$ cat src/rtl/instruction_fetch_unit.sv
// Instruction fetch unit: drives the ROM program counter, resolves NOP delays and JMP locally,
// and hands decoded fields to execute. Define IFU_SINGLE_STEP_EN to add the iStep fetch gate.
module instruction_fetch_unit #(
    parameter logic [15:0] P_RESET_PC = 16'd0,
    parameter logic [7:0]  P_OP_NOP   = 8'd0,
    parameter logic [7:0]  P_OP_JMP   = 8'd1
) (
    input  logic        Clock,
    input  logic        Reset,
`ifdef IFU_SINGLE_STEP_EN
    input  logic        iStep,
`endif
    output logic [15:0] oInstructionAddress,
    input  logic [27:0] iInstruction,
    input  logic        iReady,
    input  logic        iBranchTaken,
    input  logic [15:0] iBranchTarget,
    output logic        oValid,
    output logic [7:0]  oOperation,
    output logic [7:0]  oDestination,
    output logic [7:0]  oSourceA,
    output logic [7:0]  oSourceB,
    output logic [15:0] oLiteral,
    output logic        oDelayActive
);

    localparam int unsigned PC_W    = 16;
    localparam int unsigned FIELD_W = 8;
    localparam int unsigned CNT_W   = 24;

    typedef enum logic {
        S_FETCH = 1'b0,
        S_DELAY = 1'b1
    } state_t;

    state_t               r_state;
    state_t               w_state_next;
    logic [PC_W-1:0]      r_pc;
    logic                 r_valid;
    logic [FIELD_W-1:0]   r_operation;
    logic [FIELD_W-1:0]   r_destination;
    logic [FIELD_W-1:0]   r_source_a;
    logic [FIELD_W-1:0]   r_source_b;
    logic [CNT_W-1:0]     r_count;

    logic [FIELD_W-1:0]   w_opcode;
    logic [CNT_W-1:0]     w_nop_len;
    logic [PC_W-1:0]      w_pc_inc;
    logic                 w_is_nop;
    logic                 w_is_jmp;
    logic                 w_step;
    logic                 w_slot_free;
    logic                 w_decode;

`ifdef IFU_SINGLE_STEP_EN
    assign w_step = iStep;
`else
    assign w_step = 1'b1;
`endif

    assign w_opcode    = FIELD_W'(iInstruction[27:24]);
    assign w_nop_len   = iInstruction[23:0];
    assign w_pc_inc    = r_pc + PC_W'(1);
    assign w_is_nop    = (w_opcode == P_OP_NOP);
    assign w_is_jmp    = (w_opcode == P_OP_JMP);
    assign w_slot_free = !r_valid || iReady;
    assign w_decode    = (r_state == S_FETCH) && w_slot_free && w_step;

    always_ff @(posedge Clock) begin
        if (Reset) begin
            r_state <= S_FETCH;
        end else begin
            r_state <= w_state_next;
        end
    end

    // Redirects always win; a NOP with a nonzero literal is the only way into DELAY.
    always_comb begin
        w_state_next = r_state;
        if (iBranchTaken) begin
            w_state_next = S_FETCH;
        end else begin
            case (r_state)
                S_FETCH: if (w_decode && w_is_nop && (w_nop_len != '0)) w_state_next = S_DELAY;
                S_DELAY: if (r_count <= CNT_W'(1)) w_state_next = S_FETCH;
                default: w_state_next = S_FETCH;
            endcase
        end
    end

    always_comb begin
        oDelayActive = (r_state == S_DELAY);
    end

    // NOP and JMP retire here without ever reaching execute.
    always_ff @(posedge Clock) begin
        if (Reset) begin
            r_pc          <= P_RESET_PC;
            r_valid       <= 1'b0;
            r_operation   <= '0;
            r_destination <= '0;
            r_source_a    <= '0;
            r_source_b    <= '0;
            r_count       <= '0;
        end else if (iBranchTaken) begin
            r_pc    <= iBranchTarget;
            r_valid <= 1'b0;
            r_count <= '0;
        end else if (r_state == S_DELAY) begin
            r_count <= r_count - CNT_W'(1);
        end else if (w_decode) begin
            if (w_is_nop) begin
                r_pc    <= w_pc_inc;
                r_valid <= 1'b0;
                r_count <= w_nop_len;
            end else if (w_is_jmp) begin
                r_pc    <= PC_W'(iInstruction[23:16]);
                r_valid <= 1'b0;
            end else begin
                r_pc          <= w_pc_inc;
                r_valid       <= 1'b1;
                r_operation   <= w_opcode;
                r_destination <= iInstruction[23:16];
                r_source_a    <= iInstruction[15:8];
                r_source_b    <= iInstruction[7:0];
            end
        end else if (r_valid && iReady) begin
            r_valid <= 1'b0;
        end
    end

    assign oInstructionAddress = r_pc;
    assign oValid              = r_valid;
    assign oOperation          = r_operation;
    assign oDestination        = r_destination;
    assign oSourceA            = r_source_a;
    assign oSourceB            = r_source_b;
    assign oLiteral            = {r_source_a, r_source_b};

endmodule

$ cat config.mk
export PLATFORM = sky130hd
export DESIGN_NAME = instruction_fetch_unit
export DESIGN_NICKNAME = d
export VERILOG_FILES = /design/src/rtl/instruction_fetch_unit.sv
export SDC_FILE = /design/constraint.sdc
export NUM_CORES = 1
export LEC_CHECK = 0
export CAP_MARGIN = 20
export CORE_MARGIN = 1.5
export CORE_UTILIZATION = 35
export DETAILED_ROUTE_END_ITERATION = 10
export GPL_TIMING_DRIVEN = 0
export PLACE_DENSITY = 0.65
export SLEW_MARGIN = 15
export SYNTH_ARGS = -nofsm -noshare
export SYNTH_HDL_FRONTEND = slang
export SYNTH_SLANG_ARGS = --single-unit
$ cat constraint.sdc
create_clock -name Clock -period 4.6 [get_ports Clock]
set_input_delay 1.15 -clock Clock [delete_from_list [all_inputs] [get_ports Clock]]
set_output_delay 1.15 -clock Clock [all_outputs]
set_load 0.03 [all_outputs]
==> flow_metrics.py, run 1 <==
metrics = {
    "placement": {
        "placer_s_final_routability_congestion_estimate": 0.9222,
        "place_hpwl_um": 9511,
        "numPortBuffers": 108,
    },
    "clock_network": {
        "numCtsBuffers": 9,
        "clock_path_buffers": 2,
        "number_of_h_tree_levels": 3,
        "cts.repair.resized": 0,
        "clk-insertion-delay-late_ps": 360,
        "cts_tree": "done",
        "cts_hold_repair.buffers": 0,
        "cts_post_setup_buffers_inserted": 0,
        "cts-root-buf": "clkbuf_8",
        "clock_sink_count": 70,
        "worst_setup_hold_path_clk_slew_ps": 80,
    },
    "synthesis": {
        "yosys.area.top_type_share": 0.3715,
        "ys_top_cells_by_area": "dfxtp_1, nand2_1, a21oi_1, buf_4, nor2_1",
        "synth.distinct_cells": 58,
        "async_set_reset_flop_share_out_of_synthesis": 0,
        "synth_warnings": 0,
        "area_of_the_mapped_netlist_um2": 3772,
        "syn-mean-instance-area_um2": 7.621,
        "edff_count_synth": 0,
        "synth_seq_cells": 70,
        "ys_seq_area_frac": 0.3715,
        "synth_flop_cell": "dfxtp_1",
        "netlist.top_cell.by_area": "dfxtp_1",
        "synthCells": 495,
    },
    "sta": {
        "final_hold_viol_count": 0,
        "timing.setup.tns_ps": 0,
        "report.final.slew_viol_count": 0,
        "post-route-min-period_ps": 3078,
        "slew_headroom": 0.5362,
        "max_freq_mhz": 324.8,
        "min_period_over_period": 0.6692,
        "setup_repair_after_global_routing_missed_its_margin": "no",
        "finalSetupViolations": 0,
        "worstMarginPinSlew_ps": 686.0,
        "finClkSkew_ps": 8.345,
    },
    "run": {
        "drv.max_cap_violation_count": 0,
    },
    "drt": {
        "drt-wirelength-per-cell_um": 16.75,
        "initialDrtViolationCount": 206,
        "ant_nets": 0,
        "drt_first_pass_iters": 5,
        "via_count": 4218,
        "drc": 0,
        "finalWirelength_um": 12690,
        "viasPerCell": 5.565,
    },
    "critical_path": {
        "critical_path_required_ps": 4820,
        "end_kind": "register",
        "cp_data_arrival_time_ps": 3300,
        "slowest_delay_ps": 690,
        "crit_path_frequent_cell": "o21ai_0",
        "cp_top_family": "buffers and inverters",
        "timing.critical_path.slowest_stage_cell": "clkdlybuf4s50_1",
        "crit_buf_inv": 2,
        "worst-path-max-fanout": 10,
        "worst-setup-path-type": "input pin to register",
        "critPathLaunchType": "input pin",
        "timing.critical_path.cells": "clkdlybuf4s50_1, or4b_1, buf_2, o21ai_0, o21ai_0",
    },
    "floorplan": {
        "dieArea_um2": 11410,
        "core_area_um2": 10370,
        "die_h_um": 106.8,
        "core.rowCount": 37,
        "initial_utilization": 0.3638,
        "ios": 114,
        "dieWidth_um": 106.8,
    },
    "hold_path": {
        "worst_hold_path_type": "register to register",
    },
    "grt": {
        "antenna_found_initial": 0,
        "grt_overall_usage": 0.2252,
        "via_count_of_the_first_global_routing_pass": 3985,
        "grt_max_degree": 13,
        "grt_first_pass_wirelength_um": 20170,
        "globalRouteOverflowTotal": 0,
    },
    "power": {
        "vdd_ir_drop_max_v": 0.0001517,
        "switching_share": 0.2923,
        "power_switching_mw": 0.4731,
        "power_frac_seq": 0.410,
        "clkPwrFrac": 0.373,
        "post_layout_total_power_mw": 1.619,
        "cellLeakagePower_nw": 1.902,
        "cellInternalPower_mw": 1.146,
        "comb_power_share": 0.218,
        "cellPowerDensity_nw_per_um2": 307.0,
    },
    "cells_and_area": {
        "insertedDiodeCount": 0,
        "final_nets": 668,
        "util_after_layout": 0.5084,
        "synth_to_layout_area_growth_pct": 39.77,
        "n_fill_cell": 1023,
        "drive_above_1_share": 0.09807,
    },
    "status": {
        "status": "completed",
    },
}
## power groups by stage
stage / registers (mW) / clock network, mW / logic [mW]
4_1_cts: 0.663 / 0.615 / 0.352
3_5_place_dp: 0.676 / 0 / 0.350
6_report: 0.663 / 0.603 / 0.352
3_3_place_gp: 0.676 / 0 / 0.347
5_1_grt: 0.668 / 0.642 / 0.378
2_1_floorplan: 0.720 / 0 / 0.148
## worst min-delay path, stage by stage (launching register included)
cell and delay (ps):
dfxtp_1 320, nand2_1 50, a21oi_1 50
## per-layer routing
metal | up-vias | GRT usage | part of all wire
met5 | - | 0 | 0
met4 | 0 | 0.08190 | 0.028
met3 | 32 | 0.05897 | 0.091
met2 | 222 | 0.3617 | 0.46
met1 | 1952 | 0.2902 | 0.43
li1 | 2012 | - | -
## through the flow
step / hold slack, ps / instance area, um^2 / cells / setup WS, ps
finish: 461.6 / 5273 / 758 / 1522
global route: 481.8 / 5273 / 758 / 1389
CTS: 462.6 / 5273 / 758 / 1539
detailed placement: 451.0 / 5035 / 742 / 1183
global placement: 448.4 / 5035 / 742 / 1172
floorplan: 475.0 / 3784 / 498 / 1991
## cells in the final DEF, fill, tap and decap left out, types with 4 or more instances in the layout
cell and instances:
nor3_1 20, buf_4 21, o21ai_0 19, nand3_1 19, buf_2 11, and3_1 7, o211ai_1 6, nor2_1 31
dfxtp_1 70, o31a_1 4, nand2_1 92, clkbuf_1 18, inv_1 6, a221oi_1 4, nand4_1 5, clkdlybuf4s50_1 108
clkbuf_8 9, a21oi_1 58, a211oi_1 7, o22ai_1 4, nor4_1 13, or3_1 9, a31oi_1 12, conb_1 4
xnor2_1 6
## layout make-up
type / instances / area, um^2 / area share
buffer: 49 / 276.5 / 0.05244
tap: 136 / 170.2 / 0.03227
inverter: 6 / 22.52 / 0.004271
sequential: 70 / 1401 / 0.2658
timing repair buffer: 108 / 1081 / 0.2050
clock buffer: 10 / 127.6 / 0.02420
multi-input combinational: 373 / 2083 / 0.3951
clock inverter: 6 / 110.1 / 0.02088
## registers in the layout (all words and copies together), names as in the netlist
signal               flops
oInstructionAddress     16
oSourceB                 8
oOperation               4
oSourceA                 8
oDestination             8
r_count                 24
oValid                   1
oDelayActive             1
## cell families (layout without fill, tap and decap cells)
family / count (synthesis) / count (layout) / share of synthesized area
flops: 70 / 70 / 0.3715
simple gates: 220 / 220 / 0.2896
fa+ha+maj: 3 / 3 / 0.009951
other cells: 1 / 4 / 0.0009941
xor+xnor: 7 / 7 / 0.01625
mux: 4 / 4 / 0.01128
buf+inv: 55 / 179 / 0.07927
compound gates: 135 / 135 / 0.2212
## synth_stat cells, types with 3 or more instances
master	instances
clkbuf_1	17
a211oi_1	7
ha_1	3
nand4_1	5
a221oi_1	4
o211ai_1	6
nor4_1	13
buf_4	21
inv_1	6
nor3_1	20
xnor2_1	6
nand2_1	92
a32oi_1	3
dfxtp_1	70
o31a_1	4
nand3_1	19
or3_1	9
o21ai_0	19
a21oi_1	58
and3_1	7
buf_2	11
o21a_1	3
a31oi_1	12
or2_2	3
nor2_1	31
and4_1	3
o22ai_1	4
## path summary, 6_finish.rpt
check | start | to | slack [ps] | cells past startpoint
hold reg to reg | oDestination[2] | oDestination[2] | 460 | 2
setup / recovery | iInstruction[24] | oInstructionAddress[8] | 1520 | 5
setup reg to reg | oValid | oSourceA[4] | 2510 | 7
hold / removal | oDestination[2] | oDestination[2] | 460 | 2
(Power assumes the default switching activity.)
==> run 2: changes to the inputs <==
==> constraint.sdc (replaced) <==
create_clock -name Clock -period 3.2 [get_ports Clock]
set_input_delay 0.8 -clock Clock [delete_from_list [all_inputs] [get_ports Clock]]
set_output_delay 0.8 -clock Clock [all_outputs]
set_load 0.03 [all_outputs]
==> results of run 2 <==
The final DEF is identical to that of run 1. Status: completed.
Main changes from that run: setup slack after placement 1183 ps -> 133.0 ps; setup slack after layout 1522 ps -> 471.6 ps; register-to-register setup slack 2510 ps -> 1110 ps; total power 1.619 mW -> 2.327 mW; worst IR drop on VDD 0.0001517 V -> 0.0002181 V
